[src/rtl/clk_div_bank.sv]
// -----------------------------------------------------------------------------
// clk_div_bank
//
// Multi-channel clock-enable / square-wave generator running from the 50 MHz
// board clock. Each of the NCH channels counts clk_50mhz cycles against a
// programmable half-period H and toggles its square-wave output at every
// terminal count. A one-cycle tick accompanies each rising edge of the square
// wave, so downstream logic can use tick as a clock enable.
//
// Parameters
//   NCH        number of channels (1..16)
//   CW         counter / half-period width
//   HALF_INIT  packed NCH*CW reset half-periods, channel i at [i*CW +: CW]
//
// Ports
//   clk_50mhz  in   system clock, rising edge
//   rst        in   asynchronous active-low reset
//   en         in   [NCH] per-channel run enable
//   div_ld     in   single-cycle strobe: pend[div_sel] <= div_val
//   div_sel    in   [4]   target channel for div_ld (>= NCH is ignored)
//   div_val    in   [CW]  new half-period in clk_50mhz cycles (0 acts as 1)
//   sync       in   single-cycle strobe: restart every channel phase-aligned
//   clk_out    out  [NCH] registered 50 % square waves
//   tick       out  [NCH] registered pulse in the cycle clk_out becomes 1
//
// Strobe semantics: div_ld and sync carry no handshake. They are sampled on
// every rising clk_50mhz edge and act exactly once for each cycle they are
// high; there is no back-pressure and no acknowledgement.
// -----------------------------------------------------------------------------
module clk_div_bank #(
  parameter int unsigned            NCH       = 4,
  parameter int unsigned            CW        = 32,
  parameter logic [NCH*CW-1:0]      HALF_INIT = {32'd25_000, 32'd500_000,
                                                 32'd12_500_000, 32'd25_000_000}
) (
  input  logic           clk_50mhz,
  input  logic           rst,
  input  logic [NCH-1:0] en,
  input  logic           div_ld,
  input  logic [3:0]     div_sel,
  input  logic [CW-1:0]  div_val,
  input  logic           sync,
  output logic [NCH-1:0] clk_out,
  output logic [NCH-1:0] tick
);

  for (genvar i = 0; i < NCH; i++) begin : g_ch
    logic [CW-1:0] cnt;
    logic [CW-1:0] act;
    logic [CW-1:0] pend;
    logic          out_q;
    logic          tick_q;
    logic          ld_hit;
    logic [CW-1:0] term_val;
    logic          term;

    // Indices >= NCH never match any channel, so out-of-range loads fall away.
    assign ld_hit = div_ld && (div_sel == 4'(i));

    // Terminal count is H-1 with H = max(act, 1); act == 0 behaves as H = 1.
    assign term_val = (act == '0) ? '0 : act - CW'(1);

    // act only changes when cnt is forced to 0, so cnt never exceeds
    // term_val; the >= merely keeps the counter bounded if it ever did.
    assign term = (cnt >= term_val);

    always_ff @(posedge clk_50mhz or negedge rst) begin
      if (!rst) begin
        cnt    <= '0;
        act    <= HALF_INIT[i*CW +: CW];
        pend   <= HALF_INIT[i*CW +: CW];
        out_q  <= 1'b0;
        tick_q <= 1'b0;
      end else begin
        if (ld_hit) begin
          pend <= div_val;
        end

        if (sync) begin
          // A load in the same cycle as sync bypasses pend so the restart
          // already runs at the new ratio.
          cnt    <= '0;
          out_q  <= 1'b0;
          tick_q <= 1'b0;
          act    <= ld_hit ? div_val : pend;
        end else if (!en[i]) begin
          cnt    <= '0;
          out_q  <= 1'b0;
          tick_q <= 1'b0;
        end else if (term) begin
          // Ratio changes are applied only here, at a half-period boundary,
          // so no half-period is ever cut short. A load arriving in this same
          // cycle lands in pend and waits for the following boundary.
          cnt    <= '0;
          out_q  <= ~out_q;
          tick_q <= ~out_q;
          act    <= pend;
        end else begin
          cnt    <= cnt + CW'(1);
          tick_q <= 1'b0;
        end
      end
    end

    assign clk_out[i] = out_q;
    assign tick[i]    = tick_q;
  end

endmodule

[config.mk]
export PLATFORM = sky130hd
export DESIGN_NAME = clk_div_bank
export DESIGN_NICKNAME = d
export VERILOG_FILES = /design/src/rtl/clk_div_bank.sv
export SDC_FILE = /design/constraint.sdc
export NUM_CORES = 1
export LEC_CHECK = 0
export CAP_MARGIN = 25
export CORE_MARGIN = 3
export CORE_UTILIZATION = 45
export DETAILED_ROUTE_END_ITERATION = 10
export DONT_BUFFER_PORTS = 1
export SLEW_MARGIN = 20
export SYNTH_ARGS = -nofsm -noshare
export SYNTH_HDL_FRONTEND = slang
export SYNTH_SLANG_ARGS = --single-unit
[constraint.sdc]
create_clock -name clk_50mhz -period 5.07 [get_ports clk_50mhz]
set_input_delay 0.507 -clock clk_50mhz [delete_from_list [all_inputs] [get_ports clk_50mhz]]
set_output_delay 0.507 -clock clk_50mhz [all_outputs]
set_load 0.05 [all_outputs]
==> run_results.csv, run 1 <==
group,metric,value,unit
setup_path,crit_slowest_cell,"or4b_2",
cts,insertion_delay,0.57,ns
setup_path,cp_top_family,"simple AND/OR/NAND/NOR gates",
synth,synth.distinct_cells,61,
power,clock_power_share,0.389,
global_routing,antenna_found_initial,4,
power,combPwrFrac,0.157,
setup_path,cp-start-kind,"flip-flop",
setup_path,worstPathMaxFanout,28,
setup_path,cp-end-kind,"flip-flop",
die,io_pins,52,
global_routing,grt_remaining_overflow,0,
setup_path,crit_arrival,5.23,ns
synth,yosysTopAreaCellShare,0.339,
power,p_total,8.83,mW
cts,cts_setup_buffers,0,
synth,yosys_register_bits,392,
routing,vias_per_cell,5.64,
cts,cts-buffers-inserted,43,
power,pwr-share-seq,0.454,
placement,dpl_cell_area,24300,um^2
routing,firstDrtPassIters,5,
sta,fmax,209,MHz
sta,worst_slew_pin_slew,1.07,ns
placement,hpwl,38600,um
cells_and_area,layout.nets,2598,
cts,tritoncts,"yes",
die,dieHeight,234,um
outcome,violations,"hold timing",
synth,synth_area_leaders,"dfrtp_1 (34%), dfstp_2 (8.3%), ha_1 (7.5%)",
synth,postSynthAreaPerCell,9.59,um^2
synth,synth.mux.area_fraction,0.104,
synth,synthTopCellsByCount,"dfrtp_1 (318), o21ai_0 (249), nor2_1 (247)",
synth,ys_async_sr_fraction,1.00,
global_routing,grt_max_degree,393,
setup_path,cp_slowest_stage_delay,0.67,ns
die,core.rowCount,83,
sta,slew_violations,0,
routing,routed-via-count,17670,
sta,tns,0,ns
synth,ys_seq_area_frac,0.421,
cts,h-tree-depth,2,
sta,fin_crit_sh,0.942,
power,switchingPower,2.37,mW
synth,postSynthCellCount,2450,
synth,synthSimpleGateAreaFrac,0.202,
sta,period_needed,4.78,ns
power,power_density,342,nW/um^2
synth,synth_compound_area_frac,0.0895,
synth,synth_edf_count,0,
power,internal_power,6.47,mW
die,core_area,51500,um^2
setup_path,crit_type,"reg -> reg",
cells_and_area,fin_util,0.502,
hold_path,min_path_type,"in -> async",
cells_and_area,final_cell_count_no_fill,3132,
cts,clk_path_buf_depth,3,
sta,final.setup_skew,0.0141,ns
global_routing,grt_pass1_vias,17468,
sta,rsz0062_at_grt,"false",
synth,synth_adder_area_share,0.0746,
setup_path,critPathBufInv,1,
setup_path,rr_worst_depth,14,
setup_path,path_depth,14,
cells_and_area,area.growth.synth_to_final,10.0,%
synth,synth_most_common_cell,"dfrtp_1",
placement,numPortBuffers,0,
sta,worst_hold_slack,-0.354,ns
setup_path,crit_chain,"or4_1 > or4b_2 > nor3_1 > nand2_1 > xor2_1 > or2_2 > ha_1 > nand4_1 > or4_1 > o32a_1 > o211ai_1 > or3_1 > buf_12 > nor2_1",
synth,synth_warnings,0,
cts,clkTransAtPathRegs,0.06,ns
job,drv_cap,0,
synth,synth_top_family_by_area,"simple AND/OR/NAND/NOR gates",
placement,dp.cells,3049,
power,power.leakage,11.7,nW
sta,setup_viol,0,
outcome,status,"finished, violations left",
global_routing,grt_pass1_wl,93600,um
die,start_util,0.456,
power,switching_share,0.268,
placement,dp_slack,0.297,ns
setup_path,worstPathRequired,5.52,ns
routing,drc_errors,0,
power,irDropWorstVdd,0.204,mV
cells_and_area,final_area,25900,um^2
routing,drt-initial-drc-count,1175,
routing,ant_nets,0,
placement,gp_congestion,0.824,
setup_path,crit_top_cell,"or4_1",
die,die_w,234,um
synth,syn_nets,2634,
sta,finalHoldViolations,326,
cts,cts_root_buf,"clkbuf_16",
routing,postRouteWirelength,57400,um
setup_path,r2r_setup_slack,0.29,ns
global_routing,grtUsageTotal,0.212,
cts,clock_sinks,392,
cells_and_area,drive_above_1_share,0.187,
die,dieArea,55000,um^2
synth,synth-xor-area-share,0.0828,
sta,relSlewSlack,0.288,
sta,layout_setup_ws,0.293,ns
synth,synth_top_area_cell,"dfrtp_1",
synth,synth_area,23500,um^2
routing,wl_per_cell,18.3,um
synth,synth_top_flop_cell,"dfrtp_1",
-- kinds of logic after synthesis --
family          count (synthesis)
simple gates                  935
flops                         392
compound gates                381
mux                           228
xor+xnor                      222
buf+inv                       152
fa+ha+maj                     140
-- metal layers --
layer,vias to the layer above,share of wire,wire length (um),GRT usage
met3,104,0.033,1920,0.0305
met4,2,0.040,2330,0.0880
met1,8703,0.48,27800,0.299
met5,-,0.00031,18,0
met2,268,0.44,25400,0.327
li1,8593,-,-,-
-- path summary, 6_finish.rpt --
kind / from / to
max: g_ch[3].act[17] / g_ch[3].cnt[11]
min: rst / g_ch[3].cnt[4]
max reg2reg: g_ch[3].act[17] / g_ch[3].cnt[11]
min reg2reg: g_ch[0].cnt[0] / g_ch[0].cnt[0]
max in group asynchronous: rst / g_ch[1].cnt[21]
min in group clk_50mhz: div_val[11] / g_ch[0].pend[11]
-- worst register-to-register path: cells and delay by family, from the launching register on --
family | cells | cell delay, ns
adders and majority gates | 1 | 0.28
AOI/OAI and AO/OA | 2 | 0.57
DFF | 1 | 0.41
xor gates and xnor gates | 1 | 0.15
buffers and inverters | 1 | 0.21
and+or+nand+nor | 9 | 3.04
-- power by group through the flow --
stage          clock [mW]  sequential (mW)  combinational [mW]
6_report             3.44             4.01                1.39
5_1_grt              3.64             4.07                1.60
4_1_cts              3.54             4.00                1.39
3_5_place_dp            0             4.05                1.38
3_3_place_gp            0             4.03                1.32
2_1_floorplan           0             3.92                1.16
-- sequential cells by signal, summed over array words and instances, names as in the netlist --
name         flops
g_ch.act       128
g_ch.cnt       128
g_ch.out_q       4
g_ch.pend      128
g_ch.tick_q      4
-- cell usage in the layout, fill, tap and decap left out, types with 66 or more instances in the layout --
master and count:
dfrtp_1 318, o21ai_0 249, nor2_1 247, nand2_1 214
ha_1 140, xor2_1 138, mux2_2 129, or2_2 101
mux2i_1 99, xnor2_1 84, dfstp_2 74, nand3_1 66
-- area by class of cell --
| type | instances | area, um^2 |
|---|---|---|
| clock buffers | 63 | 1270 |
| multi-input cells | 1906 | 13100 |
| clock inverters | 17 | 275 |
| diodes | 3 | 7.51 |
| inverters | 38 | 145 |
| well taps | 680 | 851 |
| fillers | 4730 | 25700 |
| repair buffers | 33 | 327 |
| flip-flops and latches | 392 | 9900 |
-- timing repair --
action / in CTS / in global routing
resized for setup: 0 / 4
endpoints found under the hold margin: 392 / 392
endpoints found under the setup margin: 0 / 114
No activity file was read; power rests on OpenSTA's default activity.
==> run 2, diff against run 1 <==
Settings changed: CTS_CLUSTER_DIAMETER set to 60.
==> run 2 against run 1 <==
- maximum frequency about the same
- cell count unchanged
- the flow still finishes with violations (hold timing)
- power decreased by 2.3%
- critical path type unchanged
- first-iteration DRC count increased by 1.2%
==> run_results.csv, run 2 (synthesis results as in run 1) <==
group,metric,value,unit
cts,h-tree-depth,2,
sta,relSlewSlack,0.216,
sta,setup_viol,0,
global_routing,grt_max_degree,393,
die,core_area,51500,um^2
sta,final.setup_skew,0.0137,ns
cells_and_area,mostFrequentLayoutCells,"dfrtp_1 (318), o21ai_0 (249), nor2_1 (247), nand2_1 (214), ha_1 (140)",
routing,ant_nets,0,
setup_path,cp-start-kind,"flip-flop",
cells_and_area,final_common_cell,"dfrtp_1",
sta,worst_hold_slack,-0.337,ns
cells_and_area,final_cell_count_no_fill,3132,
outcome,violations,"hold timing",
cts,cts-buffers-inserted,44,
global_routing,grtUsageTotal,0.211,
sta,finalHoldViolations,319,
setup_path,worstPathRequired,5.51,ns
die,die_w,234,um
setup_path,worstPathMaxFanout,28,
global_routing,grt_pass1_vias,17391,
sta,fmax,209,MHz
routing,drt-initial-drc-count,1189,
die,dieHeight,234,um
sta,tns,0,ns
setup_path,crit_arrival,5.22,ns
placement,gp_congestion,0.824,
cts,insertion_delay,0.57,ns
routing,drc_errors,0,
sta,fin_crit_sh,0.943,
cells_and_area,area.growth.synth_to_final,9.67,%
power,p_total,8.63,mW
routing,vias_per_cell,5.62,
cts,tritoncts,"yes",
cells_and_area,fin_util,0.500,
power,power.leakage,11.6,nW
placement,dpl_cell_area,24300,um^2
sta,slew_violations,0,
outcome,status,"finished, violations left",
global_routing,grt_remaining_overflow,0,
global_routing,antenna_found_initial,4,
placement,dp_slack,0.297,ns
routing,firstDrtPassIters,7,
routing,wl_per_cell,18.3,um
die,core.rowCount,83,
power,irDropWorstVdd,0.203,mV
job,drv_cap,0,
cells_and_area,top_regs,"g_ch.act: 128 flops, g_ch.cnt: 128 flops, g_ch.pend: 128 flops",
sta,worst_slew_pin_slew,1.18,ns
placement,numPortBuffers,0,
placement,hpwl,38600,um
cts,clkTransAtPathRegs,0.06,ns
sta,period_needed,4.78,ns
placement,dp.cells,3049,
die,io_pins,52,
cts,clock_sinks,392,
cts,cts_root_buf,"clkbuf_16",
power,power_density,335,nW/um^2
global_routing,grt_pass1_wl,93200,um
routing,routed-via-count,17608,
hold_path,min_path_type,"in -> async",
die,start_util,0.456,
die,dieArea,55000,um^2
setup_path,cp-end-kind,"flip-flop",
cells_and_area,layout.nets,2599,
sta,layout_setup_ws,0.289,ns
cells_and_area,final_area,25800,um^2
routing,postRouteWirelength,57200,um
cells_and_area,drive_above_1_share,0.184,
sta,rsz0062_at_grt,"false",
cts,clk_path_buf_depth,3,
setup_path,crit_type,"reg -> reg",
[run 2: changes by cell type in the layout (fill, tap and decap cells not counted), moves of 2 or more]
cell | previous run | this run
clkbuf_16 | 43 | 45
inv_6 | 3 | 0
clkinv_2 | 6 | 3
clkbuf_8 | 12 | 10
bufinv_16 | 7 | 3
clkbuf_1 | 8 | 16
[run 2: critical path: stages (launching register included)]
cell and delay, ns:
dfrtp_1 0.41, or4_1 0.64, or4b_2 0.67, nor3_1 0.28
nand2_1 0.11, xor2_1 0.15, or2_2 0.28, ha_1 0.28
nand4_1 0.10, or4_1 0.55, o32a_1 0.34, o211ai_1 0.23
or3_1 0.34, buf_12 0.21, nor2_1 0.07
[run 2: worst paths after layout]
path,to,cells after the start,slack [ns],startpoint
min in group clk_50mhz,g_ch[1].pend[7],1,0.10,div_val[7]
setup / recovery,g_ch[3].cnt[19],14,0.29,g_ch[3].act[17]
max in group asynchronous,g_ch[2].cnt[18],0,4.47,rst
hold reg to reg,g_ch[0].cnt[0],1,0.49,g_ch[0].cnt[0]
setup reg to reg,g_ch[3].cnt[19],14,0.29,g_ch[3].act[17]
hold / removal,g_ch[3].cnt[0],0,-0.34,rst
[run 2: metal layers]
metal  routed length [um]  global-route usage  vias up
li1                     -                   -     8579
met1                27600               0.299     8634
met2                25100               0.325      288
met3                 2130              0.0363      105
met4                 2370              0.0814        2
met5                   18                   0        -
[run 2: layout make-up]
cell class	instances	area, um^2
Timing Repair Buffer	33	327
Inverter	38	145
Antenna cell	3	7.51
Fill cell	4731	25700
Clock buffer	71	1320
Clock inverter	9	133
Sequential cell	392	9900
Multi-Input combinational cell	1906	13100
Tap cell	680	851
[run 2: repair_timing]
action,4_1_cts,5_1_grt
endpoints found under the hold margin,392,382
resized for setup,0,5
setup endpoints to repair,0,115
buffers inserted,0,0
[run 2: power by group]
| group | internal [mW] | leakage, nW | total [mW] | switching [mW] |
|---|---|---|---|---|
| clock network | 1.94 | 0.710 | 3.24 | 1.30 |
| logic | 0.725 | 6.08 | 1.39 | 0.662 |
| registers | 3.64 | 4.85 | 4.01 | 0.363 |
| total | 6.31 | 11.6 | 8.63 | 2.32 |
==> run 3, diff against run 2 <==
Clock period 5.07 ns to 5.25 ns, I/O delays scaled along.
==> run 3 against run 2 <==
- the flow still finishes with violations (hold timing)
- sequential share of layout area barely moved
- largest power group unchanged
- critical path type unchanged
- utilization barely moved
- cell count rose by 0.13%
- register-to-register slack improved by 0.04 ns
- sequential power fell by 3%
- setup slack improved by 0.037 ns
- clock-buffer cell count rose by 1
==> run_results.csv, run 3 (synthesis results as in run 1) <==
group,metric,value,unit
setup_path,cp-end-kind,"flip-flop",
sta,worst_slew_pin_slew,1.18,ns
power,switching_share,0.275,
setup_path,r2r_setup_slack,0.33,ns
setup_path,reg2reg_to,"g_ch[3].act[3]",
sta,relSlewSlack,0.212,
die,start_util,0.456,
cells_and_area,drive_above_1_share,0.185,
job,drv_cap,0,
power,clock_power_share,0.382,
cts,clock_sinks,392,
setup_path,rr_worst_depth,13,
setup_path,worstPathRequired,5.74,ns
global_routing,grt_pass1_vias,17503,
power,power.leakage,11.7,nW
routing,routed-via-count,17631,
power,internal_power,6.12,mW
cts,clk_path_buf_depth,3,
cells_and_area,final_common_cell,"dfrtp_1",
power,switchingPower,2.32,mW
die,core.rowCount,83,
cells_and_area,mostFrequentLayoutCells,"dfrtp_1 (318), o21ai_0 (249), nor2_1 (247), nand2_1 (214), ha_1 (140)",
routing,ant_nets,0,
outcome,status,"finished, violations left",
sta,rsz0062_at_grt,"false",
placement,numPortBuffers,0,
sta,period_needed,4.92,ns
setup_path,cp-start-kind,"flip-flop",
sta,final.setup_skew,0.0178,ns
global_routing,grtUsageTotal,0.214,
cts,cts_root_buf,"clkbuf_16",
die,core_area,51500,um^2
power,irDropWorstVdd,0.234,mV
cells_and_area,top_regs,"g_ch.act: 128 flops, g_ch.cnt: 128 flops, g_ch.pend: 128 flops",
cts,cts_setup_buffers,0,
hold_path,min_path_type,"in -> async",
routing,postRouteWirelength,57900,um
cts,tritoncts,"yes",
sta,worst_hold_slack,-0.340,ns
sta,setup_viol,0,
global_routing,grt_pass1_wl,94300,um
sta,fmax,203,MHz
die,io_pins,52,
global_routing,grt_remaining_overflow,0,
cells_and_area,seqCellArea,9900,um^2
cells_and_area,fin_util,0.501,
setup_path,crit_type,"reg -> reg",
routing,drc_errors,0,
setup_path,crit_arrival,5.42,ns
die,dieHeight,234,um
sta,fin_crit_sh,0.938,
cts,cts-buffers-inserted,47,
routing,wl_per_cell,18.5,um
cts,h-tree-depth,2,
cts,post_cts_resized,0,
cells_and_area,area.growth.synth_to_final,9.76,%
die,die_w,234,um
placement,hpwl,38900,um
global_routing,grt_max_degree,393,
die,dieArea,55000,um^2
sta,finalHoldViolations,318,
setup_path,worstPathMaxFanout,18,
sta,layout_setup_ws,0.326,ns
placement,dp_slack,0.372,ns
sta,slew_violations,0,
cells_and_area,layout.nets,2601,
setup_path,r2r_start,"g_ch[3].act[15]",
cells_and_area,multiInputGateArea,13100,um^2
global_routing,antenna_found_initial,2,
power,pwr-share-seq,0.459,
cts,insertion_delay,0.58,ns
routing,firstDrtPassIters,5,
sta,tns,0,ns
cts,clkTransAtPathRegs,0.06,ns
placement,gp_congestion,0.887,
routing,drt-initial-drc-count,1327,
outcome,violations,"hold timing",
power,combPwrFrac,0.159,
power,power_density,327,nW/um^2
cells_and_area,nFillCells,4726,
routing,vias_per_cell,5.62,
## run 3: worst max path at each step
stage,start,to,slack [ns],cells past startpoint
final,g_ch[3].act[15],g_ch[3].act[3],0.33,13
after global routing,g_ch[3].act[15],g_ch[3].act[4],0.05,14
after CTS,g_ch[0].act[17],g_ch[0].act[16],0.35,15
after detailed placement,g_ch[3].act[15],g_ch[3].act[3],0.37,13
after global placement,g_ch[3].act[15],g_ch[3].act[7],0.46,13
after floorplan,g_ch[0].act[17],g_ch[0].act[11],0.39,16
## run 3: area by class of cell
type | instances | area share
diodes | 1 | 0.0000970
clock buffers | 72 | 0.0548
clock inverters | 15 | 0.00456
inverters | 38 | 0.00563
multi-input cells | 1906 | 0.506
flip-flops and latches | 392 | 0.384
well taps | 680 | 0.0330
repair buffers | 32 | 0.0115
## run 3: critical path: stages, from the launching register on
cell and delay [ns]:
dfrtp_1 0.42, or4_1 0.61, nor4b_1 0.49, nand3_1 0.24, and4b_1 0.49, nor2_1 0.09, ha_1 0.27, nand2b_1 0.14
a2111o_1 0.42, a31oi_1 0.27, a31oi_1 0.25, o21ai_4 0.64, buf_12 0.27, mux2i_1 0.22
## run 3: through the flow
step | power, mW | instance area (um^2) | instances
4_1_cts | 8.53 | 25800 | 3134
3_3_place_gp | 5.17 | 24200 | 3046
5_1_grt | 8.92 | 25800 | 3135
6_report | 8.44 | 25800 | 3136
3_5_place_dp | 5.25 | 24200 | 3047
2_1_floorplan | 4.91 | 23500 | 2450
## run 3: power by group through the flow
stage / Clock [mW] / Sequential (mW) / Combinational (mW)
2_1_floorplan: 0 / 3.79 / 1.12
3_3_place_gp: 0 / 3.89 / 1.28
3_5_place_dp: 0 / 3.91 / 1.33
4_1_cts: 3.31 / 3.87 / 1.35
5_1_grt: 3.44 / 3.93 / 1.54
6_report: 3.23 / 3.87 / 1.34
## run 3: per-layer routing
metal  up-vias  routed length (um)  global-route usage
met4         0                1470              0.0620
li1       8578                   -                   -
met1      8668               27700               0.301
met3        80                2390              0.0327
met2       305               26300               0.343
met5         -                   0                   0
